[src/rtl/systolic_job_sched.sv]
// Job sequencer for the systolic matrix-multiply array: accepts a job, runs
// operand load, MAC and skew flush, drains the accumulator grid in raster
// order, then clears the accumulators and reports completion.
module systolic_job_sched #(
    parameter int size         = 4,
    parameter int flush_cycles = 2*size-1
) (
    input  logic                    clk,
    input  logic                    rst,
    input  logic                    start_val,
    output logic                    start_rdy,
    input  logic                    fifo_full,
    input  logic                    fifo_empty,
    output logic                    load_en,
    output logic                    ren_start,
    output logic                    mac_en,
    output logic                    out_val,
    input  logic                    out_rdy,
    output logic [$clog2(size)-1:0] out_row,
    output logic [$clog2(size)-1:0] out_col,
    output logic                    acc_clr,
    output logic                    job_done,
    output logic                    busy
);
    localparam int IW = $clog2(size);
    localparam int CW = $clog2(flush_cycles+1);
    localparam logic [IW-1:0] IDX_LAST = IW'(size-1);
    localparam logic [CW-1:0] CNT_LAST = CW'(flush_cycles-1);

    typedef enum logic [5:0] {
        IDLE  = 6'b000001,
        LOAD  = 6'b000010,
        MAC   = 6'b000100,
        FLUSH = 6'b001000,
        DRAIN = 6'b010000,
        CLEAR = 6'b100000
    } state_t;

    state_t        state, state_nx;
    logic [CW-1:0] flush_cnt;
    logic          last_beat;

    assign last_beat = (out_row == IDX_LAST) && (out_col == IDX_LAST);

    // state register
    always_ff @(posedge clk) begin
        if (rst) state <= IDLE;
        else     state <= state_nx;
    end

    // next-state and output decode; anything not one-hot falls back to IDLE
    always_comb begin
        state_nx  = state;
        start_rdy = 1'b0;
        load_en   = 1'b0;
        ren_start = 1'b0;
        mac_en    = 1'b0;
        out_val   = 1'b0;
        acc_clr   = 1'b0;
        job_done  = 1'b0;
        busy      = 1'b1;
        case (state)
            IDLE: begin
                start_rdy = 1'b1;
                busy      = 1'b0;
                if (start_val) state_nx = LOAD;
            end
            LOAD: begin
                load_en = 1'b1;
                if (fifo_full) begin
                    ren_start = 1'b1;
                    state_nx  = MAC;
                end
            end
            MAC: begin
                mac_en = 1'b1;
                if (fifo_empty) state_nx = FLUSH;
            end
            FLUSH: begin
                mac_en = 1'b1;
                if (flush_cnt == CNT_LAST) state_nx = DRAIN;
            end
            DRAIN: begin
                out_val = 1'b1;
                if (out_rdy && last_beat) state_nx = CLEAR;
            end
            CLEAR: begin
                acc_clr  = 1'b1;
                job_done = 1'b1;
                state_nx = IDLE;
            end
            default: state_nx = IDLE;
        endcase
    end

    // flush counter: zeroed on the MAC->FLUSH transition, counts through FLUSH
    always_ff @(posedge clk) begin
        if (rst)                          flush_cnt <= '0;
        else if (state == MAC && fifo_empty) flush_cnt <= '0;
        else if (state == FLUSH)          flush_cnt <= flush_cnt + CW'(1);
    end

    // raster drain indices; advance only on an accepted beat, wrap to (0,0)
    always_ff @(posedge clk) begin
        if (rst) begin
            out_row <= '0;
            out_col <= '0;
        end else if (state == DRAIN && out_rdy) begin
            if (out_col == IDX_LAST) begin
                out_col <= '0;
                out_row <= (out_row == IDX_LAST) ? '0 : out_row + IW'(1);
            end else begin
                out_col <= out_col + IW'(1);
            end
        end
    end

endmodule
[config.mk]
export PLATFORM = sky130hd
export DESIGN_NAME = systolic_job_sched
export DESIGN_NICKNAME = d
export VERILOG_FILES = /design/src/rtl/systolic_job_sched.sv
export SDC_FILE = /design/constraint.sdc
export NUM_CORES = 1
export LEC_CHECK = 0
export ABC_AREA = 1
export BUFFER_PORTS_ARGS = -buffer_cell sky130_fd_sc_hd__buf_2
export CORE_MARGIN = 2
export CORE_UTILIZATION = 37
export DETAILED_ROUTE_END_ITERATION = 8
export GPL_ROUTABILITY_DRIVEN = 0
export PLACE_DENSITY_LB_ADDON = 0.2
export REMOVE_ABC_BUFFERS = 1
export SLEW_MARGIN = 30
export SYNTH_ARGS = -nofsm -noshare
export SYNTH_HDL_FRONTEND = slang
export SYNTH_SLANG_ARGS = --single-unit
[constraint.sdc]
create_clock -name clk -period 1.6 [get_ports clk]
set_input_delay 0.4 -clock clk [delete_from_list [all_inputs] [get_ports clk]]
set_output_delay 0.4 -clock clk [all_outputs]
set_load 0.05 [all_outputs]
# Word-level counts from Yosys, hierarchy flattened
# Cells that the tools add are included.
dict set report word_totals {
  ff_bits 13
  in_bits 6
}
dict set report op_classes {
  n_addsub 3
  eq_ne 14
  n_mux 16
  n_reduce_logical 8
}
# operator count
set ops {}
lappend ops {{$mux 6} 5}
lappend ops {{$pmux 6 s5} 1}
lappend ops {{$ne 2x2->1 const B} 5}
lappend ops {{$mux 1} 8}
lappend ops {{$eq 6x1->1 const B} 1}
lappend ops {{$eq 6x2->1 const B} 1}
lappend ops {{$eq 6x3->1 const B} 1}
lappend ops {{$eq 6x4->1 const B} 1}
lappend ops {{$eq 6x5->1 const B} 1}
lappend ops {{$eq 6x6->1 const B} 1}
lappend ops {{$reduce_and 5->1} 1}
lappend ops {{$add 2x1->2 const B} 2}
lappend ops {{$eq 2x2->1 const B} 2}
lappend ops {{$logic_and 1x1->1} 4}
lappend ops {{$mux 2} 2}
lappend ops {{$reduce_or 2->1} 2}
lappend ops {{$add 3x1->3 const B} 1}
lappend ops {{$eq 3x3->1 const B} 1}
lappend ops {{$reduce_and 2->1} 1}

# Logic depth before layout (Yosys ltp)
# Gate-level depths: netlist of the first run.
dict set report depth {
  ltp_word 5
  depth_mapped 9
}

# Least setup slack after synthesis of the first run
# No wires, ideal clock.
dict set report synth_path {
  path_type {flip-flop to output port}
  startpoint {register state[0]}
  endpoint {output job_done}
  arrival_time_ns 1.632
  setup_slack_ns -0.432
  stages_incl_launch_ff 5
  path_buffers 1
  path_cell_list {dfxtp_1 nor2_4 nand3_1 nor2_1 buf_4}
}
dict set report synth_between {
  elab_chain_len 2
}
# element line
set synth_rtl {}
lappend synth_rtl {{from (decl)} 39} ;# state_t state, state_nx;
lappend synth_rtl {{from (signal assigned)} 48} ;# else state <= state_nx;
lappend synth_rtl {{$eq 6x6->1} n/a}
lappend synth_rtl {{$mux 1} n/a}
lappend synth_rtl {{to (decl)} 22} ;# output logic job_done,
# No other way between the ends.

# Final worst setup path of the first run
dict set report layout_path {
  startpoint {register state[3]}
  endpoint {output acc_clr}
}
dict set report layout_between {
  elab_chain_len 2
}
# element line
set layout_rtl {}
lappend layout_rtl {{$eq 6x6->1} 62} ;# case (state)
lappend layout_rtl {{$mux 1} 62}
lappend layout_rtl {{to (decl)} 21} ;# output logic acc_clr,
# No other way between the ends.

==> impl_metrics.csv, run 1 <==
group,metric,value,unit
status,status,"finished with violations",
status,failed_checks,"negative setup slack",
floorplan,start_util,39.29,%
layout,finalNonFillerCells,156,
setup_path,cp.required,1200,ps
layout,fin_util,53.89,%
drt,wirelength,1691,µm
power,p_int,0.0007328,W
hold_path,hold_path_class,"primary input to flip-flop",
power,comb_power_share,54.6,%
sta,skew,3.228,ps
yosys,seq_area_frac_synth,33.77,%
sta,rsz0062_at_grt,"yes",
power,sw_frac_of_total,46.69,%
drt,ant_nets,0,
setup_path,rr_endpoint,"state[4]",
layout,diodes,0,
setup_path,worst-setup-path-type,"flip-flop to primary output",
setup_path,arrival,1290,ps
power,p_leak,0.5281,nW
drt,drc,0,
yosys,yosysUniqueCellTypes,23,
layout,multiInputGateArea,475.5,µm²
clocking,clockBufferDepth,2,
drt,firstDrtPassIters,4,
sta,maxSlewHeadroom,82.20,%
floorplan,chipHeight,49.64,µm
sta,layout_min_cycle_time,1693,ps
floorplan,dieArea,0.002464,mm²
global_route,overflow,0,
clocking,cts_tree,"built",
yosys,ys_warn_count,0,
yosys,syn_inst,104,
place,dpl_cell_area,897.1,µm²
layout,postLayoutCellArea,0.001057,mm²
layout,final_nets,140,
setup_path,cp_max_fo,6,
global_route,grt_max_degree,9,
drt,drt_iter0_markers,16,
run,cap_violations,0,
clocking,clock-sinks,13,
power,power,0.001375,W
layout,final_common_cell,"nor2_1",
setup_path,cp-start-kind,"flip-flop",
sta,fin_crit_sh,105.8,%
yosys,ys_seq_elements,13,
setup_path,startpoint,"state[3]",
yosys,synth.avg_cell_area,7.411,µm²
layout,register_area,267.8,µm²
drt,routedWlPerCell,10.84,µm
place,pre_cts_ws,46.67,ps
place,dp_hpwl,1252,µm
global_route,top_usage_layer,"met2",
global_route,grt_pass1_wl,2829,µm
clocking,cts_made_buffers,3,
power,power_density,1300,mW/mm²
global_route,gr-usage-met2,24.22,%
sta,worstMarginPinSlew,266.3,ps
sta,finalMaxSlewViolations,0,
drt,via_per_inst,4.705,
sta,finalHoldViolations,0,
floorplan,fp.dieW,49.64,µm
power,peakVddDrop,0.0006686,V
layout,fill_cells,213,
power,p_clk_share,14.6,%
place,io_buffers,17,
layout,area_growth,37.17,%
global_route,grtUsageMet1,18.66,%
global_route,gr-usage-met3,4.242,%
sta,fmax,590.6,MHz
clocking,ctsHtreeMaxLevel,1,
yosys,synthesis.area,770.7,µm²
global_route,antenna_found_initial,0,
clocking,cts.reportedPaths.clkPinSlew,80,ps
global_route,grt.total_usage,15.12,%
clocking,clk_latency,270,ps
drt,vias,734,
sta,setup-violations-final,6,
setup_path,ff2ff_setup_slack,220,ps
power,switching_power,0.0006418,W
layout,drive_gt1_share,40.31,%
setup_path,end_kind,"primary output",
floorplan,rows,16,
setup_path,reg2reg_depth,7,
clocking,root_buffer,"clkbuf_4",
layout,final_cell_mix,"nor2_1 (14), inv_1 (13), nand2_1 (12)",
hold_path,hold_depth,2,
floorplan,ios,18,
setup_path,crit_path_end,"acc_clr",
global_route,grt_pass1_vias,670,
floorplan,core,0.001962,mm²
setup_path,reg2reg_from,"out_col[0]",
sta,fin_ws,-93.29,ps
power,pwr-share-seq,30.8,%
place,dp_cells,149,
[power by group through the flow]
stage	Combinational, W	Sequential [W]	Clock (W)
CTS	0.000723	0.000422	0.000211
floorplan	0.000443	0.000419	0
detailed placement	0.000568	0.000417	0
finish	0.000751	0.000423	0.000201
global placement	0.000562	0.000414	0
global route	0.000799	0.000429	0.000229
[state kept, by name, indices dropped and copies added, names as in the netlist]
register,cells
state,6
out_row,2
out_col,2
flush_cnt,3
[cell usage after synthesis]
cell type   n  area [µm²]
nor2_1     17       63.81
inv_1      16       60.06
dfxtp_1    13       260.3
nand2_1    12       45.04
nand3_1    10       50.05
nand4_1     6       37.54
a21oi_1     5       25.02
nor2_4      5       56.30
ha_1        4       50.05
inv_2       2       7.510
o21ai_0     2       10.01
a211oi_2    1       12.51
and3_1      1       6.260
buf_4       1       7.510
nand3_2     1       10.01
nand3_4     1       17.52
nor2_2      1       6.260
nor3_1      1       5.000
nor3_2      1       10.01
o211a_1     1       10.01
o211ai_1    1       7.510
o21a_1      1       7.510
o21ai_1     1       5.000
[layout make-up]
| type | instances | area share (%) |
|---|---|---|
| Tap cell | 27 | 3.195 |
| Timing Repair Buffer | 22 | 17.40 |
| Clock buffer | 4 | 2.485 |
| Sequential cell | 13 | 25.33 |
| Multi-Input combinational cell | 72 | 44.97 |
| Inverter | 18 | 6.627 |
[worst max-delay path, cell delays in order, from the launching register on]
cell and delay, ps:
dfxtp_2 340, nor2_4 250, nand3_2 130, nor2_4 130, buf_6 170
[metrics by stage]
step	setup TNS, ps	hold slack, ps
after floorplan	-2105	462.7
after global placement	0	465.5
after detailed placement	0	473.7
after CTS	-394.3	316.5
after global routing	-893.7	314.0
final	-389.6	319.2
[timing repair]
item,4_1_cts,5_1_grt
pin swaps,5,4
resized for setup,30,8
endpoints found under the setup margin,8,8
hold buffers,0,0
setup buffers,3,0
[worst min-delay path by stage]
stage                  from            to
6_report                rst      state[3]
2_1_floorplan  flush_cnt[0]  flush_cnt[0]
4_1_cts                 rst      state[3]
3_5_place_dp     out_row[1]    out_row[1]
5_1_grt                 rst      state[3]
3_3_place_gp     out_row[1]    out_row[1]
[metal layers]
metal	vias to the layer above	share of wire [%]	wire length, µm
met1	322	47	788
met2	18	47	788
met4	0	1.1	19
li1	392	-	-
met5	-	0	0
met3	2	5.6	95
[logic make-up (layout without fill, tap and decap cells)]
| group | after synthesis | in the layout | share of synthesized area [%] |
|---|---|---|---|
| adder cells (fa/ha/maj) | 4 | 4 | 6.494 |
| AND/OR/NAND/NOR | 56 | 56 | 39.94 |
| flip-flops | 13 | 13 | 33.77 |
| buffers and inverters | 19 | 44 | 9.741 |
| AO/OA/AOI/OAI | 12 | 12 | 10.06 |
Note: power is estimated with default switching activity, not from simulation.
==> run 2, diff against run 1 <==
- CORE_MARGIN: 2 -> not set
- TNS_END_PERCENT: not set -> 30
==> run 2 against run 1 <==
  * The run still ends with negative setup slack left
  * Worst setup slack gained 15 ps
  * First-iteration DRC count decreased by 25%
  * Final cell count unchanged
  * Wire length fell by 3.8%
  * Design area decreased by 2.6%
  * Critical path type unchanged
  * Clock power about the same
  * Power shrank 5.8%
==> impl_metrics.csv, run 2 (synthesis gave the netlist of run 1 again) <==
group,metric,value,unit
sta,fmax,596.0,MHz
power,p_leak,0.5242,nW
global_route,grt.total_usage,15.41,%
global_route,grt_pass1_wl,2387,µm
setup_path,cp_max_fo,5,
sta,setup-violations-final,7,
setup_path,ff2ff_setup_slack,200,ps
layout,final_cell_mix,"inv_1 (15), nor2_1 (14), nand2_1 (12)",
layout,regMostFlops,"state",
clocking,clk_latency,270,ps
floorplan,ios,18,
clocking,ctsHtreeMaxLevel,1,
setup_path,reg2reg_from,"state[0]",
sta,finalMaxSlewViolations,0,
sta,worstMarginPinSlew,261.6,ps
setup_path,critical_path_depth,4,
run,cap_violations,0,
setup_path,cp-start-kind,"flip-flop",
setup_path,reg2reg_depth,8,
clocking,postCtsHoldBufs,0,
layout,top_regs,"state (6), flush_cnt (3)",
status,failed_checks,"negative setup slack",
global_route,grt_pass1_vias,564,
clocking,root_buffer,"clkbuf_4",
floorplan,dieArea,0.002270,mm²
setup_path,crit_path_end,"job_done",
drt,via_per_inst,4.654,
place,pre_cts_ws,43.24,ps
setup_path,startpoint,"state[0]",
setup_path,path_buf_inv,1,
layout,diodes,0,
drt,firstDrtPassIters,4,
sta,holdWs,319.2,ps
layout,largest_reg_flops,6,
drt,drc,0,
setup_path,worst_path_max_delay_cell,"dfxtp_2",
setup_path,arrival,1280,ps
global_route,antenna_found_initial,0,
floorplan,rows,16,
drt,ant_nets,0,
setup_path,worst-setup-path-type,"flip-flop to primary output",
layout,final_nets,140,
sta,rsz0062_at_grt,"yes",
sta,layout_min_cycle_time,1678,ps
sta,fin_crit_sh,104.9,%
clocking,clock-sinks,13,
setup_path,path_common_cell,"nor2_4",
setup_path,path_cells,"nor2_4 > nand3_2 > nor2_4 > buf_6",
drt,routedWlPerCell,10.42,µm
sta,finalSetupTns,-305.4,ps
floorplan,chipHeight,47.64,µm
place,io_buffers,17,
drt,drt_iter0_markers,12,
clocking,cts.reportedPaths.clkPinSlew,80,ps
floorplan,start_util,39.29,%
drt,vias,726,
global_route,overflow,0,
sta,fin_ws,-77.86,ps
layout,area_growth,33.60,%
sta,skew,3.586,ps
status,status,"finished with violations",
hold_path,hold_path_class,"primary input to flip-flop",
floorplan,fp.dieW,47.64,µm
global_route,grt_max_degree,9,
setup_path,rr_endpoint,"state[4]",
place,dpl_cell_area,897.1,µm²
power,power_density,1258,mW/mm²
layout,postLayoutCellArea,0.001030,mm²
drt,wirelength,1626,µm
setup_path,end_kind,"primary output",
setup_path,slowest_delay,350,ps
place,dp_hpwl,1227,µm
sta,maxSlewHeadroom,82.54,%
clocking,cts_tree,"built",
floorplan,core,0.001962,mm²
layout,final_common_cell,"inv_1",
layout,drive_gt1_share,37.98,%
clocking,clockBufferDepth,2,
sta,finalHoldViolations,0,
setup_path,cp.required,1200,ps
power,peakVddDrop,0.0006891,V
clocking,cts_made_buffers,3,
setup_path,path_delay_family,"simple AND/OR/NAND/NOR gates",
run 2: cell counts in the layout (fill, tap and decap cells not counted):
Identical to the previous run, type by type.
run 2: metal layers:
layer | track usage, % | part of all wire, %
met5 | 0 | 0
met4 | 7.222 | 0.80
met3 | 3.396 | 4.7
met2 | 25.21 | 47
met1 | 19.27 | 47
run 2: through the flow:
step	total power (W)	util (%)	std cells
global placement	0.0009730	45.73	149
CTS	0.001272	51.47	155
global route	0.001369	52.49	156
detailed placement	0.0009762	45.73	149
floorplan	0.0008621	-	103
finish	0.001295	52.49	156
run 2: cell type report:
| cell class | instances | area [µm²] |
|---|---|---|
| Sequential cell | 13 | 267.8 |
| Inverter | 18 | 67.56 |
| Clock buffer | 4 | 26.28 |
| Timing Repair Buffer | 22 | 176.4 |
| Fill cell | 219 | 932.1 |
| Tap cell | 27 | 33.78 |
| Multi-Input combinational cell | 72 | 457.9 |
run 2: worst register-to-register path: cells and delay by family, from the launching register on:
kind	cells	cell delay, ps
flip-flops	1	350
AO/OA/AOI/OAI	1	110
buffers and inverters	2	260
AND/OR/NAND/NOR	5	600
run 2: how the worst min path moves through the flow:
stage | cells after the start | from | slack [ps] | to
after floorplan | 2 | flush_cnt[0] | 460 | flush_cnt[0]
after global placement | 2 | out_row[1] | 470 | out_row[1]
after detailed placement | 2 | out_row[1] | 470 | out_row[1]
after CTS | 2 | rst | 320 | state[3]
after global routing | 2 | rst | 320 | state[3]
final | 2 | rst | 320 | state[3]
run 2: what timing repair did:
action / CTS / global route
buffers inserted: 2 / 1
endpoints found under the setup margin: 8 / 8
pin swaps: 4 / 4
gates resized for setup: 24 / 6
run 2: report_power, final:
part | total, W | internal, W | switching [W] | leakage [nW]
combinational | 0.000676 | 0.000233 | 0.000443 | 0.402
sequential | 0.000419 | 0.000368 | 0.0000515 | 0.107
clock | 0.000199 | 0.0000963 | 0.000103 | 0.0150
==> run 3, diff against run 2 <==
- SETUP_SLACK_MARGIN: not set -> 0.2
==> run 3 against run 2 <==
  * The flow still finishes with violations (negative setup slack)
  * Combinational power is 0.7% higher
  * Maximum frequency hardly changed
  * Critical path type unchanged
  * Hold slack hardly changed
  * Clock skew hardly changed
  * Critical endpoint unchanged
  * Core utilization is 0.13 points higher
  * Global-route usage stayed put
  * Sequential share of layout area is 0.063 points lower
==> impl_metrics.csv, run 3 (synthesis gave the netlist of run 1 again) <==
group,metric,value,unit
floorplan,start_util,39.29,%
layout,area_growth,33.93,%
layout,postLayoutCellArea,0.001032,mm²
sta,skew,3.585,ps
sta,worstMarginPinSlew,263.0,ps
floorplan,rows,16,
sta,fmax,595.9,MHz
sta,finalHoldViolations,0,
layout,fin_util,52.61,%
layout,diodes,0,
layout,final_nets,140,
sta,finalSetupTns,-323.3,ps
power,comb_power_share,52.4,%
setup_path,cp_max_fo,5,
setup_path,cp.required,1200,ps
setup_path,end_kind,"primary output",
clocking,clock-sinks,13,
global_route,grt_max_degree,9,
place,dp_cells,149,
clocking,clockBufferDepth,2,
hold_path,hold_path_class,"primary input to flip-flop",
drt,drt_iter0_markers,12,
setup_path,worst-setup-path-type,"flip-flop to primary output",
layout,final_common_cell,"inv_1",
status,failed_checks,"negative setup slack",
global_route,antenna_found_initial,0,
sta,fin_ws,-78.14,ps
floorplan,fp.dieW,47.64,µm
place,dpl_cell_area,897.1,µm²
sta,maxSlewHeadroom,82.45,%
drt,vias,722,
sta,setup-violations-final,7,
layout,regMostFlops,"state",
floorplan,dieArea,0.002270,mm²
place,io_buffers,17,
status,status,"finished with violations",
run,cap_violations,0,
drt,firstDrtPassIters,4,
power,peakVddDrop,0.0006894,V
sta,finalMaxSlewViolations,0,
clocking,ctsHtreeMaxLevel,1,
sta,fin_crit_sh,104.9,%
drt,routedWlPerCell,10.53,µm
drt,drc,0,
clocking,cts_made_buffers,3,
global_route,grt.total_usage,15.41,%
floorplan,ios,18,
clocking,root_buffer,"clkbuf_4",
global_route,overflow,0,
setup_path,arrival,1280,ps
layout,drive_gt1_share,38.76,%
layout,register_area,267.8,µm²
power,p_clk_share,15.4,%
layout,top_regs,"state (6), flush_cnt (3)",
sta,layout_min_cycle_time,1678,ps
clocking,cts_tree,"built",
clocking,clk_latency,270,ps
floorplan,core,0.001962,mm²
global_route,grt_pass1_wl,2387,µm
sta,rsz0062_at_grt,"yes",
power,power_density,1259,mW/mm²
place,dp_hpwl,1227,µm
power,p_leak,0.5248,nW
layout,final_cell_mix,"inv_1 (15), nor2_1 (13), nand2_1 (12)",
power,sw_frac_of_total,46.30,%
setup_path,cp-start-kind,"flip-flop",
layout,multiInputGateArea,460.4,µm²
floorplan,chipHeight,47.64,µm
layout,largest_reg_flops,6,
drt,wirelength,1642,µm
drt,ant_nets,0,
drt,via_per_inst,4.628,
clocking,cts.reportedPaths.clkPinSlew,80,ps
layout,finalNonFillerCells,156,
power,switching_power,0.0006017,W
power,pwr-share-seq,32.3,%
power,p_int,0.0006979,W
global_route,grt_pass1_vias,564,
power,power,0.001300,W
layout,fill_cells,218,
==> run 3: cell counts in the layout (fill, tap and decap cells not counted) <==
No cell type changed its count.
==> run 3: worst paths after layout <==
check	to	from	slack (ps)	depth (start not counted)
worst min register to register	out_row[1]	out_row[1]	480	2
worst min-delay path	state[3]	rst	320	2
worst max register to register	state[4]	state[0]	200	8
worst max-delay path	job_done	state[0]	-80	4
==> run 3: critical path, stage by stage, from the launching register on <==
cell and delay, ps:
dfxtp_2 350, nor2_4 220, nand3_2 130, nor2_4 140, buf_6 170
==> run 3: power groups by stage <==
stage	Combinational (W)	Clock [W]	Sequential, W
final	0.000681	0.000200	0.000419
after global routing	0.000726	0.000222	0.000424
after CTS	0.000653	0.000205	0.000418
after detailed placement	0.000560	0	0.000416
after global placement	0.000558	0	0.000415
after floorplan	0.000443	0	0.000419
==> run 3: area by class of cell <==
cell class                 instances  share of cell area, %
tap                               27                  3.273
timing repair buffer              22                  17.09
inverter                          18                  6.545
sequential                        13                  25.94
multi-input combinational         72                  44.61
clock buffer                       4                  2.545
==> run 3: layer usage <==
metal | global-route usage (%) | wire length [µm]
met5 | 0 | 0
met3 | 3.396 | 58
met2 | 25.21 | 779
met4 | 7.222 | 13
met1 | 19.27 | 791
==> run 3: stage by stage <==
| stage | setup slack [ps] | hold WS, ps |
|---|---|---|
| floorplan | -672.4 | 462.7 |
| global placement | 92.69 | 467.7 |
| detailed placement | 43.24 | 469.5 |
| CTS | -76.94 | 321.2 |
| global route | -145.3 | 315.5 |
| finish | -78.14 | 319.2 |
==> run 3: timing repair <==
action                                  4_1_cts  5_1_grt
hold buffers                                  0        0
setup buffers                                 2        1
resized for setup                            26        5
endpoints found under the setup margin        8       11
pin swaps                                     4        4
